`config.mk`:
```
export PLATFORM = sky130hd
export DESIGN_NAME = act_s2_bank
export DESIGN_NICKNAME = d
export VERILOG_FILES = /design/src/rtl/act_s2_bank.sv
export SDC_FILE = /design/constraint.sdc
export NUM_CORES = 1
export LEC_CHECK = 0
export ABC_CLOCK_PERIOD_IN_PS = 2000
export CAP_MARGIN = 0
export CORE_ASPECT_RATIO = 0.75
export CORE_MARGIN = 1.5
export CORE_UTILIZATION = 34
export CTS_CLUSTER_SIZE = 16
export DETAILED_ROUTE_END_ITERATION = 16
export PLACE_DENSITY = 0.63
export SLEW_MARGIN = 20
export SYNTH_ARGS = -nofsm -noshare
export SYNTH_HDL_FRONTEND = slang
export SYNTH_SLANG_ARGS = --single-unit
```
`constraint.sdc`:
```
create_clock -name clock -period 2 [get_ports clock]
set_clock_uncertainty 0.1 [all_clocks]
set_input_delay 0.3 -clock clock [delete_from_list [all_inputs] [get_ports clock]]
set_output_delay 0.3 -clock clock [all_outputs]
set_load 0.02 [all_outputs]
```
`src/rtl/act_s2_bank.sv`:
```
// Multi-channel ACT-style select bank: per-channel runtime-configurable select gates feeding a
// four-way data mux, a valid-tagged output pipeline, and a serial config loader with commit/abort.
module act_s2_bank #(
  parameter int unsigned XLEN = 2,
  parameter int unsigned NCH  = 4,
  parameter int unsigned PIPE = 2
) (
  input  logic                clock,
  input  logic                reset,
  input  logic [NCH*XLEN-1:0] d00,
  input  logic [NCH*XLEN-1:0] d01,
  input  logic [NCH*XLEN-1:0] d10,
  input  logic [NCH*XLEN-1:0] d11,
  input  logic [NCH-1:0]      a0,
  input  logic [NCH-1:0]      b0,
  input  logic [NCH-1:0]      a1,
  input  logic [NCH-1:0]      b1,
  input  logic                in_valid,
  input  logic                cfg_start,
  input  logic                cfg_valid,
  input  logic                cfg_bit,
  input  logic                cfg_abort,
  output logic [NCH*XLEN-1:0] out,
  output logic                out_valid,
  output logic                cfg_busy,
  output logic                cfg_done
);

  localparam int unsigned CfgW = 4 * NCH;
  localparam int unsigned CntW = $clog2(CfgW);
  localparam logic [CfgW-1:0] CfgRst = {NCH{4'b0100}};

  typedef enum logic [1:0] {StIdle, StShift, StDone} state_e;

  state_e            state_q, state_d;
  logic [CntW-1:0]   count_q, count_d;
  logic [CfgW-1:0]   shadow_q, shadow_d;
  logic [CfgW-1:0]   active_q, active_d;
  logic [CfgW-1:0]   shadow_shift;

  // Channel 0 bit 0 arrives first, so bits enter at the top and migrate down.
  assign shadow_shift = {cfg_bit, shadow_q[CfgW-1:1]};

  always_comb begin
    state_d  = state_q;
    count_d  = count_q;
    shadow_d = shadow_q;
    active_d = active_q;
    cfg_busy = 1'b0;
    cfg_done = 1'b0;
    unique case (state_q)
      StIdle: begin
        if (cfg_start) begin
          state_d  = StShift;
          count_d  = '0;
          shadow_d = '0;
        end
      end
      StShift: begin
        cfg_busy = 1'b1;
        if (cfg_abort) begin
          state_d  = StIdle;
          count_d  = '0;
          shadow_d = '0;
        end else if (cfg_valid) begin
          shadow_d = shadow_shift;
          count_d  = count_q + CntW'(1);
          if (count_q == CntW'(CfgW - 1)) begin
            active_d = shadow_shift;
            count_d  = '0;
            state_d  = StDone;
          end
        end
      end
      StDone: begin
        cfg_done = 1'b1;
        state_d  = StIdle;
      end
      default: state_d = StIdle;
    endcase
  end

  always_ff @(posedge clock or posedge reset) begin
    if (reset) begin
      state_q  <= StIdle;
      count_q  <= '0;
      shadow_q <= '0;
      active_q <= CfgRst;
    end else begin
      state_q  <= state_d;
      count_q  <= count_d;
      shadow_q <= shadow_d;
      active_q <= active_d;
    end
  end

  function automatic logic gate_op(input logic [1:0] op, input logic a, input logic b);
    logic r;
    unique case (op)
      2'b00:   r = a & b;
      2'b01:   r = a | b;
      2'b10:   r = a ^ b;
      default: r = a;
    endcase
    return r;
  endfunction

  logic [NCH*XLEN-1:0] sel_data;

  for (genvar gi = 0; gi < NCH; gi++) begin : g_ch
    logic s0, s1;
    assign s0 = gate_op(active_q[4*gi +: 2], a0[gi], b0[gi]);
    assign s1 = gate_op(active_q[4*gi+2 +: 2], a1[gi], b1[gi]);
    always_comb begin
      unique case ({s0, s1})
        2'b00:   sel_data[gi*XLEN +: XLEN] = d00[gi*XLEN +: XLEN];
        2'b01:   sel_data[gi*XLEN +: XLEN] = d01[gi*XLEN +: XLEN];
        2'b10:   sel_data[gi*XLEN +: XLEN] = d10[gi*XLEN +: XLEN];
        default: sel_data[gi*XLEN +: XLEN] = d11[gi*XLEN +: XLEN];
      endcase
    end
  end

  logic [PIPE-1:0]     vld_q;
  logic [NCH*XLEN-1:0] data_q [PIPE];

  // Valid always advances; data only loads behind a valid so out holds between results.
  always_ff @(posedge clock or posedge reset) begin
    if (reset) begin
      vld_q <= '0;
      for (int j = 0; j < PIPE; j++) data_q[j] <= '0;
    end else begin
      vld_q[0] <= in_valid;
      if (in_valid) data_q[0] <= sel_data;
      for (int j = 1; j < PIPE; j++) begin
        vld_q[j] <= vld_q[j-1];
        if (vld_q[j-1]) data_q[j] <= data_q[j-1];
      end
    end
  end

  assign out       = data_q[PIPE-1];
  assign out_valid = vld_q[PIPE-1];

endmodule

```
; ---- After elaboration in Yosys (flattened, before gate mapping)
; Cells that the tools add are included.
[op_classes]
add_sub_neg = 1
eq_ne = 30
n_mux = 28
bitwise = 25
reduce_logical = 17
[ops]
columns = operator, n
row1 = $mux W16, 3
row2 = $pmux W16 S2, 1
row3 = $eq A2 B1 Y1 const B, 13
row4 = $eq A2 B2 Y1 const B, 13
row5 = $logic_not A2 Y1, 13
row6 = $pmux W1 S3, 8
row7 = $pmux W2 S3, 4
row8 = $mux W4, 4
row9 = $and A1 B1 Y1, 8
row10 = $mux W2, 4
row11 = $or A1 B1 Y1, 8
row12 = $pmux W4 S2, 1
row13 = $xor A1 B1 Y1, 8
row14 = $ne A3 B3 Y1 const B, 2
row15 = $reduce_and A3 Y1, 2
row16 = $add A4 B1 Y4 const B, 1
row17 = $eq A4 B4 Y1 const B, 1
row18 = $pmux W2 S2, 1
row19 = $reduce_and A4 Y1, 1
row20 = $mux W1, 2
row21 = $ne A2 B2 Y1 const B, 1
row22 = $reduce_bool A2 Y1, 1
row23 = $not A1 Y1, 1
[word_totals]
ff_bits = 56
input_bits = 55
word_cells = 108

; ---- Longest topological paths before layout
; Gate-level depths: netlist of the first run.
[depth]
depth_word = 5
mapped_depth = 6
ltp_nobuf = 6

; ---- Worst setup path before layout of the first run
; Ideal clock, no wire load.
[synth_path]
path_kind = register to register
start = register count_q[0]
end = register active_q[0]
setup_ns = 0.125
t_arrival_ns = 1.491
t_required_ns = 1.775
slack_ns = 0.284
stages_incl_launch_ff = 6
path_cell_list = dfrtp_1 > ha_1 > nand4_1 > nor2_8 > buf_12 > mux2_4
[synth_between]
elab_chain_len = 2
[synth_lines]
columns = item, line
row1 = "start, declared", 36  ; logic [CntW-1:0] count_q, count_d;
row2 = "start signal, assigned", 91  ; count_q <= count_d;
row3 = $eq A4 B4 Y1, 68  ; if (count_q == CntW'(CfgW - 1)) begin
row4 = $reduce_and A4 Y1 (no line), n/a
row5 = "end signal, assigned", 88  ; active_q <= CfgRst;
row6 = "end signal, assigned", 93  ; active_q <= active_d;
row7 = "end, declared", 38  ; logic [CfgW-1:0] active_q, active_d;
; Every way passes these cells.
; A chain may end at the register's enable or synchronous reset.

; ---- Final worst setup path of the first run
[layout_path]
start = input a0[3]
end = register data_q[15] in the netlist's numbering
[layout_between]
elab_chain_len = 4
word_cells_on_any_way = 8
classes_between = 2 x eq/ne / 2 x mux / 3 x bitwise / 1 x reduce/logical
[layout_lines]
columns = item, line
row1 = "start, declared", 14  ; input logic [NCH-1:0] a0,
row2 = $xor A1 B1 Y1 (tied with other cells), 102  ; 2'b10: r = a ^ b;
row3 = $pmux W1 S3 (*), 99  ; unique case (op)
row4 = $eq A2 B2 Y1 (tied with other cells), 115  ; unique case ({s0, s1})
row5 = $pmux W2 S3 (*), 115
row6 = "end signal, assigned by index", 137  ; if (vld_q[j-1]) data_q[j] <= data_q[j-1];
row7 = "end, declared", 125  ; logic [NCH*XLEN-1:0] data_q [PIPE];
; Mark *: on every way between the ends. The rest lies on a longest branch, timed or not.

==> summary.md, run 1 <==
| Metric | Value |
|---|---|
| Register bit total from synthesis | 55 |
| Max-slew violation total from the final report | 0 |
| Initial antenna violation count | 0 |
| CTS Root Cell | sky130_fd_sc_hd__clkbuf_16 |
| Number of flops mapped to enable cells by yosys | 0 |
| Largest fanout on the critical path | 4 |
| Area of the mapped netlist | 0.00297 mm2 |
| Final Hold Viols | 0 |
| Cell Rows | 29 |
| Violation count after the first detailed-routing iteration | 69 |
| Number of global-route vias before repair | 2128 |
| Register area share after synthesis | 46.6% |
| Actual transition at the worst max-transition pin | 0.434 ns |
| Die Height | 83.9 um |
| Level count of the clock H-tree | 2 |
| Leading cell types by count after synthesis | 51 x sky130_fd_sc_hd__dfrtp_1, 46 x sky130_fd_sc_hd__nand2_1, 25 x sky130_fd_sc_hd__inv_1 |
| Total inserted antenna cells | 0 |
| Placed instance count | 435 |
| Synthesized Nets | 330 |
| Area share of the largest cell type after synthesis | 43.0% |
| Cts bufs inserted | 5 |
| Drt wl/cell | 13.2 um |
| Maximum VDD drop | 0.000362 V |
| Yosys Warn Count | 0 |
| Top flip-flop cell by instance count after synthesis | sky130_fd_sc_hd__dfrtp_1 |
| Total routing resource utilization after global routing | 13.5% |
| Cell leakage power | 1.93 nW |
| Worst-case clock buffer depth | 2 |
| Area leader, netlist | sky130_fd_sc_hd__dfrtp_1 |
| Combinational family with the most area after synthesis | multiplexers |
| HPWL Detailed | 4500 um |
| CTS tree | built |
| Cell with the most instances after synthesis | sky130_fd_sc_hd__dfrtp_1 |
| Worst rel slew slack | 71.1% |
| Detailed-route DRC error count | 0 |
| Length of the first detailed-routing pass in iterations | 4 |
| Count of pins on the block boundary | 66 |
| Routability cong. | 0.754 |
| Routed wl met3 | 294 um |
| Post-synthesis share of cell area spent on xor and xnor gates | 0% |
| Horizontal die dimension | 111 um |
| Hold buffers post-CTS | 0 |
| Via count normalized by instance count | 4.75 |
| Crit. End Element | flop |
| Startpoint types | primary input |
| Min Tclk post-route | 1.92 ns |
| Run status | finished clean |
| Detailed-routed wire length on met2 | 2520 um |
| Placement Cell Area | 0.00384 mm2 |
| Count of maximum capacitance violations | 0 |
| Arrival time of the worst setup path | 1.98 ns |
| Final-stage net count | 406 |
| Pin count of the biggest net entering global routing | 21 |
| Syn Inst Count | 258 |
| Uppermost layer routed | met4 |
| Synthesized area per cell | 11.5 um2 |
| Relative area change from synthesis to final layout | 35.5% |
| Final setup violating endpoints | 0 |
| Power density over the cells | 675 mW/mm2 |
| Critical Setup Path Class | in2reg |
| Path type of the worst min-delay path | in2async |
| Top area cells in the synthesized netlist | sky130_fd_sc_hd__dfrtp_1 43%, sky130_fd_sc_hd__ha_1 7.2%, sky130_fd_sc_hd__mux4_2 6.1%, sky130_fd_sc_hd__nand2_1 5.8%, sky130_fd_sc_hd__mux2_2 5.7% |
| Pre-CTS WS | -0.245 ns |
| Area of the die | 0.00930 mm2 |
| Fraction of layout instances using a drive strength above 1 | 21.5% |
| Max Freq | 0.520 GHz |
| Filler-free cell count of the finished design | 443 |
| Post-Layout Inst Area | 0.00402 mm2 |
| Mux cell area share after synthesis | 21.7% |
| Unrepaired setup endpoints after global routing | no |
| Met1 wire length | 2980 um |
| Worst skew pair latency | 0.29 ns |
| Total vias in the final route | 2105 |
| Distinct cell type count of the synthesized netlist | 35 |
| Sum of routed wire length over all layers | 5850 um |
| Share of synthesized cell area in and, or, nand and nor gates | 13.3% |
| Total gr overflow | 0 |
| Clock input transition at the sequential cells of the worst setup and hold paths | 0.07 ns |
| Clock sink count | 55 |
| Endpoint required time on the critical path | 2.06 ns |
| Port-buffer cells | 65 |
| Core footprint | 0.00845 mm2 |
| Post-route ant nets | 0 |
| Worst path setup slack after routing | 0.0756 ns |
| Initial core utilization | 35.1% |
| Wire length of the first global-routing pass | 10300 um |
| Tcrit/Tclk final | 96.2% |
| Async set-reset flop share out of synthesis | 100% |
| Compound-cell area share of the yosys netlist | 4.30% |
| Fraction of the mapped netlist area in adder cells | 7.17% |
## layout make-up
| class | count | area (um2) |
|---|---|---|
| sequential | 55 | 1380 |
| tap | 108 | 135 |
| fill | 779 | 4440 |
| clock buffer | 5 | 125 |
| inverter | 26 | 97.6 |
| clock inverter | 3 | 47.5 |
| multi-input combinational | 162 | 1380 |
| timing repair buffer | 84 | 851 |
## cell families (layout without fill, tap and decap cells)
logic type | after synthesis | after routing
and+or+nand+nor | 80 | 80
DFF | 55 | 55
muxes | 48 | 48
buffers and inverters | 41 | 118
adders and majority gates | 17 | 17
AOI/OAI and AO/OA | 17 | 17
## sequential cells by signal, summed over array words and instances (netlist names)
signal	flops
active_q	16
count_q	4
data_q	8
out	8
shadow_q	15
state_q	2
vld_q	2
## final timing paths
path	startpoint	end	slack, ns	cells past startpoint
setup / recovery	a0[3]	data_q[15]	0.08	6
hold / removal	reset	active_q[1]	0.23	2
setup reg to reg	count_q[0]	active_q[4]	0.18	5
hold reg to reg	data_q[13]	data_q[13]	0.39	2
max in group asynchronous	reset	active_q[14]	1.04	3
min in group clock	data_q[13]	data_q[13]	0.39	2
## per-layer routing
| metal | global-route usage, % | vias to the layer above |
|---|---|---|
| met4 | 3.15 | 0 |
| li1 | - | 1031 |
| met5 | 0 | - |
| met3 | 3.56 | 7 |
| met2 | 20.5 | 54 |
| met1 | 19.3 | 1013 |
## through the flow
stage / hold WS [ns] / util, % / TNS [ns] / power (mW)
global route: 0.263 / 47.5 / 0 / 2.86
detailed placement: 0.368 / 45.4 / -2.23 / 1.75
global placement: 0.357 / 45.4 / -1.80 / 1.74
CTS: 0.238 / 47.4 / 0 / 2.76
finish: 0.232 / 47.5 / 0 / 2.71
floorplan: 0.231 / - / 0 / 1.51
## report_power, final
group / leakage, nW / internal [mW] / switching (mW)
Clock: 0.0844 / 0.597 / 0.393
Combinational: 1.13 / 0.287 / 0.222
Sequential: 0.717 / 1.17 / 0.0411
Total: 1.93 / 2.06 / 0.656
## worst max-delay path, stage by stage
cell	delay, ns
sky130_fd_sc_hd__clkdlybuf4s50_1	0.47
sky130_fd_sc_hd__inv_1	0.05
sky130_fd_sc_hd__ha_1	0.29
sky130_fd_sc_hd__mux4_2	0.54
sky130_fd_sc_hd__mux2i_1	0.20
sky130_fd_sc_hd__o221ai_1	0.13
## cell usage in the layout (no fill, tap or decap), types with 3 or more instances in the layout
master                            netlist  routed
sky130_fd_sc_hd__clkdlybuf4s50_1        0      62
sky130_fd_sc_hd__dfrtp_1               51      50
sky130_fd_sc_hd__nand2_1               46      46
sky130_fd_sc_hd__inv_1                 25      24
sky130_fd_sc_hd__nand3_1               18      18
sky130_fd_sc_hd__ha_1                  17      17
sky130_fd_sc_hd__mux2i_1               16      16
sky130_fd_sc_hd__mux2_2                15      15
sky130_fd_sc_hd__buf_4                  8      15
sky130_fd_sc_hd__mux2_4                 9       9
sky130_fd_sc_hd__mux4_2                 8       8
sky130_fd_sc_hd__o221ai_1               8       8
sky130_fd_sc_hd__clkbuf_16              0       5
sky130_fd_sc_hd__o21ai_0                4       4
sky130_fd_sc_hd__dfstp_2                4       4
sky130_fd_sc_hd__buf_12                 1       4
sky130_fd_sc_hd__nor2_1                 3       3
sky130_fd_sc_hd__dlymetal6s2s_1         0       3
## timing repair
| action | in CTS | in global routing |
|---|---|---|
| resized for setup | 0 | 4 |
| hold endpoints to repair | 0 | 0 |
| endpoints found under the setup margin | 0 | 4 |
| buffers inserted | 0 | 0 |
No activity file was read; power rests on OpenSTA's default activity.
==> inputs of run 2 (changes only) <==
Settings changed: ABC_AREA from default to 1, ABC_CLOCK_PERIOD_IN_PS 2000 to 2300, PLACE_DENSITY 0.63 to 0.61.
Clock period 2 ns to 2.3 ns, I/O delays scaled along.
==> summary.md, run 2 <==
| Metric | Value |
|---|---|
| Leading cell types by count after synthesis | 126 x sky130_fd_sc_hd__nand2_1, 87 x sky130_fd_sc_hd__inv_1, 65 x sky130_fd_sc_hd__nand3_1 |
| Number of global-route vias before repair | 2835 |
| Cell depth of the worst flop-to-flop path | 6 |
| Total vias in the final route | 2884 |
| Largest fanout on the critical path | 3 |
| Post-route ant nets | 0 |
| Kind of cell with the highest combined delay on the critical path | buffers and inverters |
| Total routing resource utilization after global routing | 14.0% |
| Path type of the worst min-delay path | in2async |
| Wire length of the first global-routing pass | 12100 um |
| Initial antenna violation count | 0 |
| Horizontal die dimension | 118 um |
| Max-slew violation total from the final report | 0 |
| Crit. End Element | primary output |
| Post-Layout Inst Area | 0.00419 mm2 |
| Drt wl/cell | 10.9 um |
| Multi-input gate area in the final layout | 0.00149 mm2 |
| Core footprint | 0.00962 mm2 |
| Proportion of power drawn by the clock network | 29.9% |
| Total gr overflow | 0 |
| Slowest cell on the critical path | sky130_fd_sc_hd__clkdlybuf4s50_1 |
| Clock input transition at the sequential cells of the worst setup and hold paths | 0.07 ns |
| Met1 capacity usage during global routing | 17.8% |
| Worst rel slew slack | 73.8% |
| Pin count of the biggest net entering global routing | 56 |
| Run status | finished clean |
| Min Tclk post-route | 1.99 ns |
| Total inserted antenna cells | 0 |
| Number of stages on the worst setup path | 4 |
| Via count normalized by instance count | 4.51 |
| CTS Root Cell | sky130_fd_sc_hd__clkbuf_16 |
| Cell Rows | 31 |
| Arrival time of the worst setup path | 1.55 ns |
| Startpoint types | flop |
| Placement Cell Area | 0.00406 mm2 |
| # Post-CTS Setup Buffers | 0 |
| Worst-case clock buffer depth | 2 |
| Final-stage net count | 578 |
| Initial core utilization | 34.9% |
| Top reg by flops | active_q |
| Final Hold Viols | 0 |
| Area share of the largest cell type after synthesis | 38.0% |
| Register cell area after layout | 0.00138 mm2 |
| Fillcell total | 994 |
| Power density over the cells | 578 mW/mm2 |
| Terminus of the critical flop-to-flop path | active_q[15] |
| Register area share after synthesis | 41.1% |
| Unrepaired setup endpoints after global routing | no |
| Length of the first detailed-routing pass in iterations | 4 |
| Beginning of the worst register-to-register path | count_q[0] |
| Top flip-flop cell by instance count after synthesis | sky130_fd_sc_hd__dfrtp_1 |
| Yosys Warn Count | 0 |
| Met3 Resource Use GR | 2.81% |
| Relative area change from synthesis to final layout | 24.8% |
| Cts bufs inserted | 5 |
| Max stage delay on crit path | 0.59 ns |
| Number of flops mapped to enable cells by yosys | 0 |
| Cell leakage power | 2.08 nW |
| HPWL Detailed | 5180 um |
| P_int | 1.73 mW |
| Violation count after the first detailed-routing iteration | 151 |
| Count of maximum capacitance violations | 0 |
| Async set-reset flop share out of synthesis | 100% |
| Share of power burned in registers | 46.2% |
| Actual transition at the worst max-transition pin | 0.394 ns |
| Distinct cell type count of the synthesized netlist | 27 |
| Most frequent standard cell in the layout excluding fill and tap cells | sky130_fd_sc_hd__nand2_1 |
| Hold buffers post-CTS | 0 |
| Most prevalent standard cell on the critical path | sky130_fd_sc_hd__inv_1 |
| Count of pins on the block boundary | 66 |
| Largest register FFs | 16 |
| Commonest non-fill, non-tap cells in the layout | 126 x sky130_fd_sc_hd__nand2_1, 86 x sky130_fd_sc_hd__inv_1, 65 x sky130_fd_sc_hd__nand3_1, 65 x sky130_fd_sc_hd__clkdlybuf4s50_1, 51 x sky130_fd_sc_hd__dfrtp_1 |
| GR Util met2 | 24.7% |
| CTS tree | built |
| Cts repair resizes | 0 |
| Sum of routed wire length over all layers | 6990 um |
| Top area cells in the synthesized netlist | sky130_fd_sc_hd__dfrtp_1 38%, sky130_fd_sc_hd__nand2_1 14%, sky130_fd_sc_hd__inv_1 9.7%, sky130_fd_sc_hd__nand3_1 9.7%, sky130_fd_sc_hd__ha_1 6.3% |
| Port-buffer cells | 65 |
| Critical Setup Path Class | reg2out |
| Synthesized area per cell | 7.45 um2 |
| Total power after layout | 2.42 mW |
| Combinational fraction of design power | 23.9% |
| Syn Inst Count | 451 |
| Tcrit/Tclk final | 86.7% |
| Maximum VDD drop | 0.000290 V |
| Busiest grt layer | met2 |
| Register bit total from synthesis | 55 |
| Setup tns final | 0 ns |
| Worst-path cell chain | inv_1 -> nand2_2 -> inv_1 -> clkdlybuf4s50_1 |
| Area leader, netlist | sky130_fd_sc_hd__dfrtp_1 |
| Max Freq | 0.502 GHz |
| Detailed-route DRC error count | 0 |
| Die Height | 89.1 um |
| Area of the mapped netlist | 0.00336 mm2 |
| Routability cong. | 0.800 |
| Final setup violating endpoints | 0 |
| Area of the die | 0.0105 mm2 |
| Switching Power | 0.689 mW |
| Synthesized Nets | 523 |
| Cell with the most instances after synthesis | sky130_fd_sc_hd__nand2_1 |
| Largest registers | active_q (16), shadow_q (15) |
| Buffers & Inverters on Critical Path | 3 |
| R2R Setup Slk | 0.64 ns |
| Endpoint required time on the critical path | 1.86 ns |
| Level count of the clock H-tree | 2 |
| Switching share of total power | 28.4% |
| Clock sink count | 55 |
| Worst skew pair latency | 0.28 ns |
| Fraction of layout instances using a drive strength above 1 | 5.92% |
-- run 2: cell type report --
| type | instances | area share [%] |
|---|---|---|
| Clock inverter | 1 | 0.119 |
| Tap cell | 132 | 3.94 |
| Sequential cell | 55 | 32.9 |
| Timing Repair Buffer | 67 | 16.2 |
| Inverter | 90 | 8.11 |
| Multi-Input combinational cell | 287 | 35.6 |
| Clock buffer | 7 | 3.16 |
-- run 2: worst reg2reg max path, stage by stage, from the launching register on --
cell and delay, ns:
sky130_fd_sc_hd__dfrtp_1 0.39, sky130_fd_sc_hd__ha_1 0.21, sky130_fd_sc_hd__nand3_1 0.12, sky130_fd_sc_hd__nor2_1 0.23, sky130_fd_sc_hd__nand2_4 0.25, sky130_fd_sc_hd__inv_1 0.17
sky130_fd_sc_hd__o21ai_0 0.08
-- run 2: logic make-up after synthesis --
kind of cell               Yosys count  share of synthesized area [%]
AOI/OAI and AO/OA                   50                           7.74
adders and majority gates           17                           6.33
buffers and inverters              109                           14.5
DFF                                 55                           41.1
muxes                                8                           2.68
and+or+nand+nor                    212                           27.6
-- run 2: worst max path at each step --
stage / to / slack, ns / from
6_report: cfg_busy / 0.31 / state_q[1]
5_1_grt: cfg_busy / 0.24 / state_q[1]
4_1_cts: cfg_busy / 0.29 / state_q[1]
3_5_place_dp: data_q[10] / 0.12 / a0[1]
3_3_place_gp: data_q[10] / 0.18 / a0[1]
2_1_floorplan: active_q[0] / 0.52 / reset
-- run 2: power groups by stage --
| stage | clock [mW] | combinational [mW] | sequential, mW |
|---|---|---|---|
| CTS | 0.750 | 0.585 | 1.12 |
| global route | 0.782 | 0.651 | 1.13 |
| finish | 0.725 | 0.579 | 1.12 |
| global placement | 0 | 0.569 | 1.13 |
| floorplan | 0 | 0.409 | 1.11 |
| detailed placement | 0 | 0.583 | 1.14 |
-- run 2: metrics by stage --
stage / hold slack [ns] / util, % / cells / setup WS [ns]
finish: 0.327 / 43.6 / 639 / 0.306
detailed placement: 0.364 / 42.2 / 631 / 0.123
global route: 0.375 / 43.6 / 639 / 0.238
CTS: 0.334 / 43.6 / 639 / 0.288
floorplan: 0.249 / - / 451 / 0.519
global placement: 0.364 / 42.2 / 631 / 0.177
-- run 2: metal layers --
| metal | vias up | wire length [um] |
|---|---|---|
| li1 | 1503 | - |
| met2 | 61 | 3020 |
| met5 | - | 0 |
| met4 | 0 | 79 |
| met3 | 9 | 293 |
| met1 | 1311 | 3600 |
